<file path="src/rtl/nubus_pkg.sv">
// Shared types and constants for the NuBus card-memory posted-write buffer.
// The write FIFO holds wbuf_entry_t records; the downstream sequencer walks wbuf_state_t.
package nubus_pkg;

   typedef enum logic [1:0] {
      IDLE = 2'd0,
      WR   = 2'd1,
      RD   = 2'd2,
      RESP = 2'd3
   } wbuf_state_t;

   typedef struct packed {
      logic [31:0] addr;
      logic [31:0] data;
      logic [3:0]  be;
   } wbuf_entry_t;

   localparam logic [31:0] RD_ERR_DATA = 32'hFFFF_FFFF;
   localparam int          ENTRY_W     = $bits(wbuf_entry_t);

endpackage

</file>
<file path="src/rtl/nubus_sync_fifo.sv">
// Single-clock FIFO with a combinational head output, used as the posted-write queue.
// Pointers carry one extra wrap bit so level = wptr - rptr distinguishes full from empty.
module nubus_sync_fifo #(
   parameter int DEPTH = 4,
   parameter int W     = 68
) (
   input  logic                   clk,
   input  logic                   rst_n,
   input  logic                   push,
   input  logic                   pop,
   input  logic [W-1:0]           din,
   output logic [W-1:0]           dout,
   output logic                   full,
   output logic                   empty,
   output logic [$clog2(DEPTH):0] level
);

   localparam int              AW         = $clog2(DEPTH);
   localparam logic [AW:0]     FULL_LEVEL = (AW+1)'(DEPTH);

   logic [W-1:0] mem [DEPTH];
   logic [AW:0]  wptr_reg;
   logic [AW:0]  rptr_reg;
   logic         pop_ok;
   logic         push_ok;

   assign level   = wptr_reg - rptr_reg;
   assign empty   = (wptr_reg == rptr_reg);
   assign full    = (level == FULL_LEVEL);
   // A push into a full queue is legal when the head leaves in the same cycle.
   assign pop_ok  = pop & ~empty;
   assign push_ok = push & (~full | pop_ok);
   assign dout    = mem[rptr_reg[AW-1:0]];

   always_ff @(posedge clk or negedge rst_n) begin
      if (!rst_n) begin
         wptr_reg <= '0;
         rptr_reg <= '0;
      end else begin
         if (push_ok) wptr_reg <= wptr_reg + 1'b1;
         if (pop_ok)  rptr_reg <= rptr_reg + 1'b1;
      end
   end

   always_ff @(posedge clk) begin
      if (push_ok) mem[wptr_reg[AW-1:0]] <= din;
   end

endmodule

</file>
<file path="src/rtl/nubus_mem_wbuf.sv">
// Posted-write buffer between the NuBus slave memory port and card memory.
// Writes complete once queued; reads wait for the queue to drain and are bounded by a timeout.
module nubus_mem_wbuf
   import nubus_pkg::*;
#(
   parameter int DEPTH      = 4,
   parameter int RD_TIMEOUT = 255
) (
   input  logic                   nub_clkn,
   input  logic                   nub_resetn,
   input  logic                   s_valid,
   input  logic [31:0]            s_addr,
   input  logic [31:0]            s_wdata,
   input  logic [3:0]             s_write,
   output logic                   s_ready,
   output logic [31:0]            s_rdata,
   output logic                   m_valid,
   output logic [31:0]            m_addr,
   output logic [31:0]            m_wdata,
   output logic [3:0]             m_write,
   input  logic                   m_ready,
   input  logic [31:0]            m_rdata,
   output logic [$clog2(DEPTH):0] wbuf_level,
   output logic                   rd_err
);

   localparam int              LW  = $clog2(DEPTH) + 1;
   localparam int              CW  = $clog2(RD_TIMEOUT + 1);
   localparam logic [CW-1:0]   TMO = CW'(RD_TIMEOUT);

   logic          nub_clk;
   wbuf_state_t   state_reg;
   wbuf_state_t   state_next;
   wbuf_entry_t   fifo_din;
   wbuf_entry_t   head;
   logic          fifo_full;
   logic          fifo_empty;
   logic          push;
   logic          pop;
   logic          last_entry;

   logic          rd_pend_reg;
   logic [31:0]   rd_addr_reg;
   logic          ack_hold_reg;
   logic          s_ready_reg;
   logic          rd_err_reg;
   logic [31:0]   s_rdata_reg;
   logic [CW-1:0] rd_cnt_reg;
   logic [CW-1:0] rd_cnt_inc;

   logic          s_take;
   logic          rd_take;
   logic          rd_ok;
   logic          rd_tmo;
   logic          rd_done;

   // Bus flops switch on the falling edge of nub_clkn.
   assign nub_clk = ~nub_clkn;

   // Upstream holds s_valid past our pulse; the pulse cycle and the one after are ignored.
   assign s_take     = s_valid & ~s_ready_reg & ~ack_hold_reg & ~rd_pend_reg;
   assign pop        = (state_reg == WR) & m_ready;
   assign push       = s_take & (s_write != 4'b0000) & (~fifo_full | pop);
   assign rd_take    = s_take & (s_write == 4'b0000);
   assign last_entry = (wbuf_level == LW'(1));

   assign rd_cnt_inc = (rd_cnt_reg == TMO) ? rd_cnt_reg : rd_cnt_reg + 1'b1;
   assign rd_ok      = (state_reg == RD) & m_ready;
   assign rd_tmo     = (state_reg == RD) & ~m_ready & (rd_cnt_inc == TMO);
   assign rd_done    = rd_ok | rd_tmo;

   assign fifo_din = '{addr: s_addr, data: s_wdata, be: s_write};

   nubus_sync_fifo #(
      .DEPTH (DEPTH),
      .W     (ENTRY_W)
   ) u_fifo (
      .clk   (nub_clk),
      .rst_n (nub_resetn),
      .push  (push),
      .pop   (pop),
      .din   (fifo_din),
      .dout  (head),
      .full  (fifo_full),
      .empty (fifo_empty),
      .level (wbuf_level)
   );

   always_ff @(posedge nub_clk or negedge nub_resetn) begin
      if (!nub_resetn) begin
         state_reg <= IDLE;
      end else begin
         state_reg <= state_next;
      end
   end

   always_comb begin
      state_next = state_reg;
      m_valid    = 1'b0;
      m_addr     = '0;
      m_wdata    = '0;
      m_write    = '0;
      unique case (state_reg)
         IDLE: begin
            if (!fifo_empty)      state_next = WR;
            else if (rd_pend_reg) state_next = RD;
         end
         WR: begin
            m_valid = 1'b1;
            m_addr  = head.addr;
            m_wdata = head.data;
            m_write = head.be;
            // Stay in WR for back-to-back pops while anything is (or is being) queued.
            if (m_ready && last_entry && !push) state_next = IDLE;
         end
         RD: begin
            m_valid = 1'b1;
            m_addr  = rd_addr_reg;
            if (rd_done) state_next = RESP;
         end
         RESP: begin
            state_next = IDLE;
         end
      endcase
   end

   always_ff @(posedge nub_clk or negedge nub_resetn) begin
      if (!nub_resetn) begin
         s_ready_reg  <= 1'b0;
         ack_hold_reg <= 1'b0;
         rd_err_reg   <= 1'b0;
         s_rdata_reg  <= '0;
         rd_pend_reg  <= 1'b0;
         rd_addr_reg  <= '0;
         rd_cnt_reg   <= '0;
      end else begin
         s_ready_reg  <= push | rd_done;
         ack_hold_reg <= s_ready_reg;
         rd_err_reg   <= rd_tmo;

         if (rd_ok)       s_rdata_reg <= m_rdata;
         else if (rd_tmo) s_rdata_reg <= RD_ERR_DATA;

         if (rd_take) begin
            rd_pend_reg <= 1'b1;
            rd_addr_reg <= s_addr;
         end else if (state_reg == RESP) begin
            rd_pend_reg <= 1'b0;
         end

         // Held at zero outside RD, so every read starts with a fresh count.
         if (state_reg == RD) rd_cnt_reg <= rd_cnt_inc;
         else                 rd_cnt_reg <= '0;
      end
   end

   assign s_ready = s_ready_reg;
   assign s_rdata = s_rdata_reg;
   assign rd_err  = rd_err_reg;

endmodule

</file>
<file path="config.mk">
export PLATFORM = sky130hd
export DESIGN_NAME = nubus_mem_wbuf
export DESIGN_NICKNAME = d
export VERILOG_FILES = /design/src/rtl/nubus_pkg.sv /design/src/rtl/nubus_sync_fifo.sv /design/src/rtl/nubus_mem_wbuf.sv
export SDC_FILE = /design/constraint.sdc
export NUM_CORES = 1
export LEC_CHECK = 0
export CAP_MARGIN = 5
export CORE_MARGIN = 2
export CORE_UTILIZATION = 52
export DETAILED_ROUTE_END_ITERATION = 8
export GPL_TIMING_DRIVEN = 0
export PLACE_DENSITY_LB_ADDON = 0.12
export SYNTH_ARGS = -nofsm -noshare
export SYNTH_HDL_FRONTEND = slang
export SYNTH_SLANG_ARGS = --single-unit
export TNS_END_PERCENT = 50
</file>
<file path="constraint.sdc">
create_clock -name nub_clkn -period 6.4 [get_ports nub_clkn]
set_input_delay 0.96 -clock nub_clkn [delete_from_list [all_inputs] [get_ports nub_clkn]]
set_output_delay 0.96 -clock nub_clkn [all_outputs]
set_load 0.02 [all_outputs]
</file>
==> flow_metrics.tcl, run 1 <==
set metrics [dict create \
    start_util_pct 52.7 \
    status "complete, but fails checks" \
    drc 0 \
    setup_viol 49 \
    viasPerCell 5.24 \
    hold_viol 0 \
    cts.clk_slew.worst_paths_ns 0.05 \
    relSlewSlack_pct 35.2 \
    fp-row-count 60 \
    ant_nets 0 \
    die_y_um 169 \
    p_leak_nw 8.28 \
    core-area_um2 26900 \
    syn_area_um2 14200 \
    yosysTopAreaCellShare_pct 57.7 \
    synthesis.nets 915 \
    cp_common_cell "buf_12" \
    final.setup.worst_slack_ns -0.111 \
    syn_inst 798 \
    detail_route.wl_per_cell_um 19.4 \
    grt-ovfl-total 0 \
    r2r_start "u_fifo.rptr_reg[1]$_DFFE_NN0P_" \
    power_density_nw_per_um2 495 \
    slowest_stage "mux4_2" \
    setup_tns_ns -1.99 \
    cp.required_ns 5.44 \
    chipWidth_um 169 \
    ir_drop_mv 0.352 \
    largest_reg_flops 272 \
    path_class "register to output pin" \
    worstMarginPinSlew_ns 0.972 \
    hpwl_um 19800 \
    whs_ns 0.360 \
    rr_endpoint "u_fifo.mem[3][17]$_DFFE_NP_" \
    io_buffers 209 \
    yosysWarningCount 0 \
    synth_area_leaders "edfxtp_1, dfrtn_1, mux4_2" \
    finalWirelength_um 33400 \
    synth_edf_count 272 \
    ys_top_cells_by_count "edfxtp_1, dfrtn_1, mux4_2" \
    startpoint "u_fifo.rptr_reg[0]$_DFFE_NN0P_" \
    rsz0062_at_grt "yes" \
    clock_sinks 356 \
    critPathArrivalTime_ns 5.55 \
    ys_ff_latch 356 \
    syn2layout_area_growth_pct 40.0 \
    cts_tree "done" \
    yosysTopAreaCell "edfxtp_1" \
    r2r_cells 10 \
    die-area_um2 28600 \
    grt_pass1_wl_um 50600 \
    fillers 1708 \
    critPathCaptureType "output pin" \
    final_nets 1468 \
    pre_cts_ws_ns -0.844 \
    critPathMaxFanout 5 \
    grt_pass1_vias 9588 \
    cts_root_buf "clkbuf_16" \
    violations "setup timing" \
    drv_cap 0 \
    min_path_type "register to register" \
    first_pass_iters 5 \
    reg2reg_setup_slack_ns 2.93 \
    slowest_delay_ns 0.48 \
    synth_cell_type_count 44 \
    drive_gt1_share_pct 28.3 \
    worstSetupStartpointType "register" \
    slew_viol_final 0 \
    worst_setup_path_endpoint "m_wdata[12]" \
    synth_ff_type "edfxtp_1" \
    boundaryPins 210 \
    place_congestion 0.794 \
    synth.most_common_cell "edfxtp_1" \
    htree_levels 2 \
    synthArstFlopShare_pct 23.6 \
    first_iter_violations 483 \
    grt_max_degree 54 \
    antenna_found_initial 2 \
    avgSynthCellArea_um2 17.8 \
    path_cells "buf_8 -> buf_12 -> buf_12 -> buf_12 -> buf_6 -> mux4_2 -> and2_4 -> buf_6" \
    vias 9031 \
    worstSkewPairLatency_ns 0.60 \
    worst_clock_skew_ns 0.0852 \
    grtUsageTotal_pct 23.4 \
    cts_inserted_buffers 38 \
    cts_buffer_depth 3 \
    seq_area_frac_synth_pct 72.5 \
]
## logic make-up after synthesis
group	share of synthesized area, %
flops	72.5
compound gates	3.89
mux	13.4
fa+ha+maj	1.20
xor+xnor	0.618
buf+inv	1.70
simple gates	6.67
## worst max-delay path, delay by kind of cell (launching register included)
family,cells,cell delay (ns)
buffers and inverters,6,0.71
muxes,1,0.48
DFF,1,0.45
and+or+nand+nor,1,0.18
## worst min-delay path by stage
stage	startpoint	endpoint	slack, ns	depth (start not counted)
final	s_ready$_DFF_NN0_	ack_hold_reg$_DFF_NN0_	0.36	0
after global routing	s_ready$_DFF_NN0_	ack_hold_reg$_DFF_NN0_	0.38	0
after CTS	s_ready$_DFF_NN0_	ack_hold_reg$_DFF_NN0_	0.36	0
after detailed placement	s_ready$_DFF_NN0_	ack_hold_reg$_DFF_NN0_	0.36	0
after global placement	s_ready$_DFF_NN0_	ack_hold_reg$_DFF_NN0_	0.36	0
after floorplan	u_fifo.rptr_reg[2]$_DFFE_NN0P_	u_fifo.rptr_reg[2]$_DFFE_NN0P_	0.41	1
## layout make-up
cell class / instances / area (µm²) / share of cell area, %
diodes: 1 / 2.50 / 0.0126
plain buffers: 42 / 423 / 2.13
clock buffers: 45 / 1030 / 5.19
clock inverters: 296 / 1210 / 6.11
inverters: 11 / 41.3 / 0.208
multi-input cells: 386 / 3940 / 19.8
flip-flops and latches: 356 / 10300 / 51.8
well taps: 341 / 427 / 2.15
repair buffers: 244 / 2490 / 12.6
## per-stage QoR
step | instance area [µm²] | util (%) | instances | total power, mW
5_1_grt | 19800 | 73.8 | 1722 | 10.4
4_1_cts | 19500 | 72.4 | 1714 | 9.64
6_report | 19800 | 73.8 | 1722 | 9.82
3_5_place_dp | 16800 | 62.6 | 1353 | 6.72
3_3_place_gp | 16700 | 62.1 | 1348 | 6.67
2_1_floorplan | 14200 | - | 798 | 5.41
## report_power, final
group	switching [mW]	internal, mW
Sequential	0.201	3.06
Combinational	1.88	1.90
Clock	1.32	1.47
Total	3.40	6.42
## cells in the final DEF (no fill, tap or decap), types with 4 or more instances in the layout
master / netlist / final
clkinv_2: 0 / 9
clkdlybuf4s15_2: 0 / 4
nor2_2: 9 / 9
clkinvlp_2: 0 / 5
inv_1: 12 / 282
clkbuf_8: 0 / 8
clkbuf_1: 30 / 11
and2_4: 0 / 29
buf_12: 0 / 12
nor2b_1: 32 / 25
ha_1: 12 / 9
mux4_2: 68 / 68
and2_1: 40 / 11
nor2b_2: 0 / 7
a21oi_1: 34 / 34
clkbuf_4: 0 / 8
buf_6: 3 / 41
a22oi_2: 0 / 31
o21ai_0: 8 / 8
clkbuf_2: 0 / 4
xnor2_1: 6 / 5
xor2_1: 4 / 4
clkbuf_16: 0 / 41
nor2_1: 63 / 63
buf_16: 0 / 6
buf_8: 0 / 4
dfrtn_1: 84 / 84
edfxtp_1: 272 / 272
clkdlybuf4s50_1: 0 / 138
buf_2: 7 / 23
buf_4: 0 / 28
mux2_2: 32 / 32
nand2_1: 13 / 13
## per-layer routing
metal / track usage [%] / share of wire (%) / up-vias
met2: 39.3 / 51 / 312
li1: - / - / 4187
met3: 7.01 / 6.6 / 50
met4: 8.77 / 2.1 / 0
met1: 28.8 / 41 / 4482
met5: 0 / 0 / -
## repair_timing
| action | in CTS | in global routing |
|---|---|---|
| endpoints found under the hold margin | 0 | 0 |
| gates cloned | 3 | 1 |
| setup buffers | 19 | 9 |
| setup endpoints to repair | 76 | 265 |
| pin swaps | 3 | 17 |
| gates resized for setup | 399 | 129 |
| hold buffers | 0 | 0 |
Note: power is estimated with default switching activity, not from simulation.
==> run 2: changes to the inputs <==
--- a/config.mk
+++ b/config.mk
@@ -6,7 +6,6 @@
 export NUM_CORES = 1
 export LEC_CHECK = 0
 export CAP_MARGIN = 5
-export CORE_MARGIN = 2
 export CORE_UTILIZATION = 52
 export DETAILED_ROUTE_END_ITERATION = 8
 export GPL_TIMING_DRIVEN = 0
==> run 2 against run 1 <==
  * The flow still finishes with violations (setup timing)
  * Flip-flop and latch count stayed put
  * Sequential share of layout area grew 0.38 points
  * Final area shrank 0.73%
  * Critical path depth down 1
  * Sequential power barely moved
  * Die area fell by 2.4%
  * First-iteration DRC count up 3.7%
==> flow_metrics.tcl, run 2 (synthesized netlist as in run 1, its figures left out) <==
set metrics [dict create \
    critPathMaxFanout 8 \
    start_util_pct 52.9 \
    worstSetupStartpointType "register" \
    grt-ovfl-total 0 \
    cp.required_ns 5.44 \
    cts_inserted_buffers 40 \
    fillers 1744 \
    syn2layout_area_growth_pct 39.0 \
    finalWirelength_um 33500 \
    status "complete, but fails checks" \
    hold_viol 0 \
    chipWidth_um 167 \
    clock_sinks 356 \
    first_pass_iters 4 \
    p_leak_nw 8.28 \
    final_nets 1462 \
    boundaryPins 210 \
    drive_gt1_share_pct 26.6 \
    switching_power_mw 3.43 \
    die-area_um2 27900 \
    cp_common_cell "buf_12" \
    core-area_um2 26800 \
    slowest_stage "mux4_2" \
    viasPerCell 5.32 \
    pre_cts_ws_ns -0.809 \
    path_class "register to output pin" \
    p_total_mw 9.82 \
    worstSkewPairLatency_ns 0.60 \
    worstMarginPinSlew_ns 0.957 \
    combPwrFrac_pct 37.8 \
    detail_route.wl_per_cell_um 19.5 \
    worst_clock_skew_ns 0.0652 \
    htree_levels 2 \
    utilization_pct 73.5 \
    cts.clk_slew.worst_paths_ns 0.05 \
    p_sw_share_pct 34.9 \
    vias 9131 \
    final.setup.worst_slack_ns -0.0763 \
    largest_reg_flops 272 \
    p_int_mw 6.39 \
    setup_viol 38 \
    grt_pass1_wl_um 51200 \
    final_cells 1717 \
    cts_root_buf "clkbuf_16" \
    drc 0 \
    antenna_found_initial 2 \
    cts_tree "done" \
    path_cells "buf_12 -> buf_12 -> buf_12 -> buf_12 -> mux4_2 -> and2_4 -> buf_6" \
    grtUsageTotal_pct 24.3 \
    cts_buffer_depth 3 \
    io_buffers 209 \
    ir_drop_mv 0.287 \
    violations "setup timing" \
    first_iter_violations 501 \
    cts_hold_buffers 0 \
    drv_cap 0 \
    critPathArrivalTime_ns 5.52 \
    slew_viol_final 0 \
    rsz0062_at_grt "yes" \
    power_density_nw_per_um2 499 \
    die_y_um 167 \
    slowest_delay_ns 0.51 \
    grt_max_degree 53 \
    grt_pass1_vias 9740 \
    critPathCaptureType "output pin" \
    dp.cells 1353 \
    place_congestion 0.813 \
    ant_nets 0 \
    hpwl_um 19200 \
    seqPwrFrac_pct 33.2 \
    relSlewSlack_pct 36.2 \
    layout_commonest_cell "inv_1" \
    clockPowerShare_pct 29.1 \
    min_path_type "register to register" \
    final_cell_mix "inv_1, edfxtp_1, clkdlybuf4s50_1, dfrtn_1, mux4_2" \
    fp-row-count 60 \
]
run 2: changes by cell type in the layout (fill, tap and decap cells not counted), moves of 4 or more:
cell	previous run	this run
a22oi_1	1	9
buf_6	41	26
nor2b_2	7	0
and2_1	11	15
and2_4	29	25
clkbuf_1	11	7
clkdlybuf4s15_2	4	0
buf_2	23	35
inv_1	282	286
a22oi_2	31	23
nor2b_1	25	32
run 2: critical path, delay by kind of cell (launching register included):
family                 cells  cell delay (ns)
buffers and inverters      5             0.66
DFF                        1             0.45
muxes                      1             0.51
and+or+nand+nor            1             0.16
run 2: repair_timing:
action / in CTS / in global routing
setup buffers: 8 / 6
resized for setup: 417 / 70
cloned: 4 / 3
endpoints found under the setup margin: 235 / 162
pin swaps: 3 / 22
endpoints found under the hold margin: 0 / 0
run 2: area by class of cell:
type	instances	area [µm²]	share of cell area [%]
sequential	356	10300	52.2
clock inverter	300	1230	6.23
buffer	43	447	2.27
multi-input combinational	389	3920	19.9
clock buffer	43	1060	5.41
inverter	11	41.3	0.210
tap	341	427	2.17
timing repair buffer	232	2290	11.7
antenna	2	5.00	0.0254
run 2: path summary, 6_finish.rpt:
path / startpoint / to / slack [ns] / cells past startpoint
worst max-delay path: u_fifo.rptr_reg[0]$_DFFE_NN0P_ / m_wdata[20] / -0.08 / 7
worst min-delay path: s_ready$_DFF_NN0_ / ack_hold_reg$_DFF_NN0_ / 0.38 / 0
worst max register to register: u_fifo.rptr_reg[1]$_DFFE_NN0P_ / u_fifo.mem[1][26]$_DFFE_NP_ / 2.83 / 10
worst min register to register: s_ready$_DFF_NN0_ / ack_hold_reg$_DFF_NN0_ / 0.38 / 0
max in group asynchronous: nub_resetn / s_rdata[6]$_DFFE_NN0P_ / 2.22 / 2
min in group asynchronous: nub_resetn / s_rdata[30]$_DFFE_NN0P_ / 3.50 / 1
run 2: stage by stage:
| stage | area [µm²] | hold WS, ns | setup TNS [ns] |
|---|---|---|---|
| 2_1_floorplan | 14200 | 0.415 | -86.32 |
| 3_3_place_gp | 16700 | 0.363 | -806.18 |
| 3_5_place_dp | 16800 | 0.366 | -201.43 |
| 4_1_cts | 19400 | 0.366 | -2.48 |
| 5_1_grt | 19700 | 0.401 | -4.22 |
| 6_report | 19700 | 0.379 | -1.33 |
run 2: power groups by stage:
| stage | logic (mW) | registers [mW] | clock network, mW |
|---|---|---|---|
| final | 3.71 | 3.26 | 2.85 |
| after global routing | 3.93 | 3.30 | 3.12 |
| after CTS | 3.52 | 3.24 | 2.91 |
| after detailed placement | 3.23 | 3.26 | 0.252 |
| after global placement | 3.16 | 3.28 | 0.252 |
| after floorplan | 1.79 | 3.36 | 0.252 |
run 2: metal layers:
| metal | wire length [µm] | vias to the layer above | GRT usage (%) |
|---|---|---|---|
| met1 | 13400 | 4559 | 29.1 |
| li1 | - | 4178 | - |
| met2 | 17000 | 326 | 40.6 |
| met4 | 893 | 0 | 11.5 |
| met3 | 2250 | 68 | 7.27 |
| met5 | 0 | - | 0 |
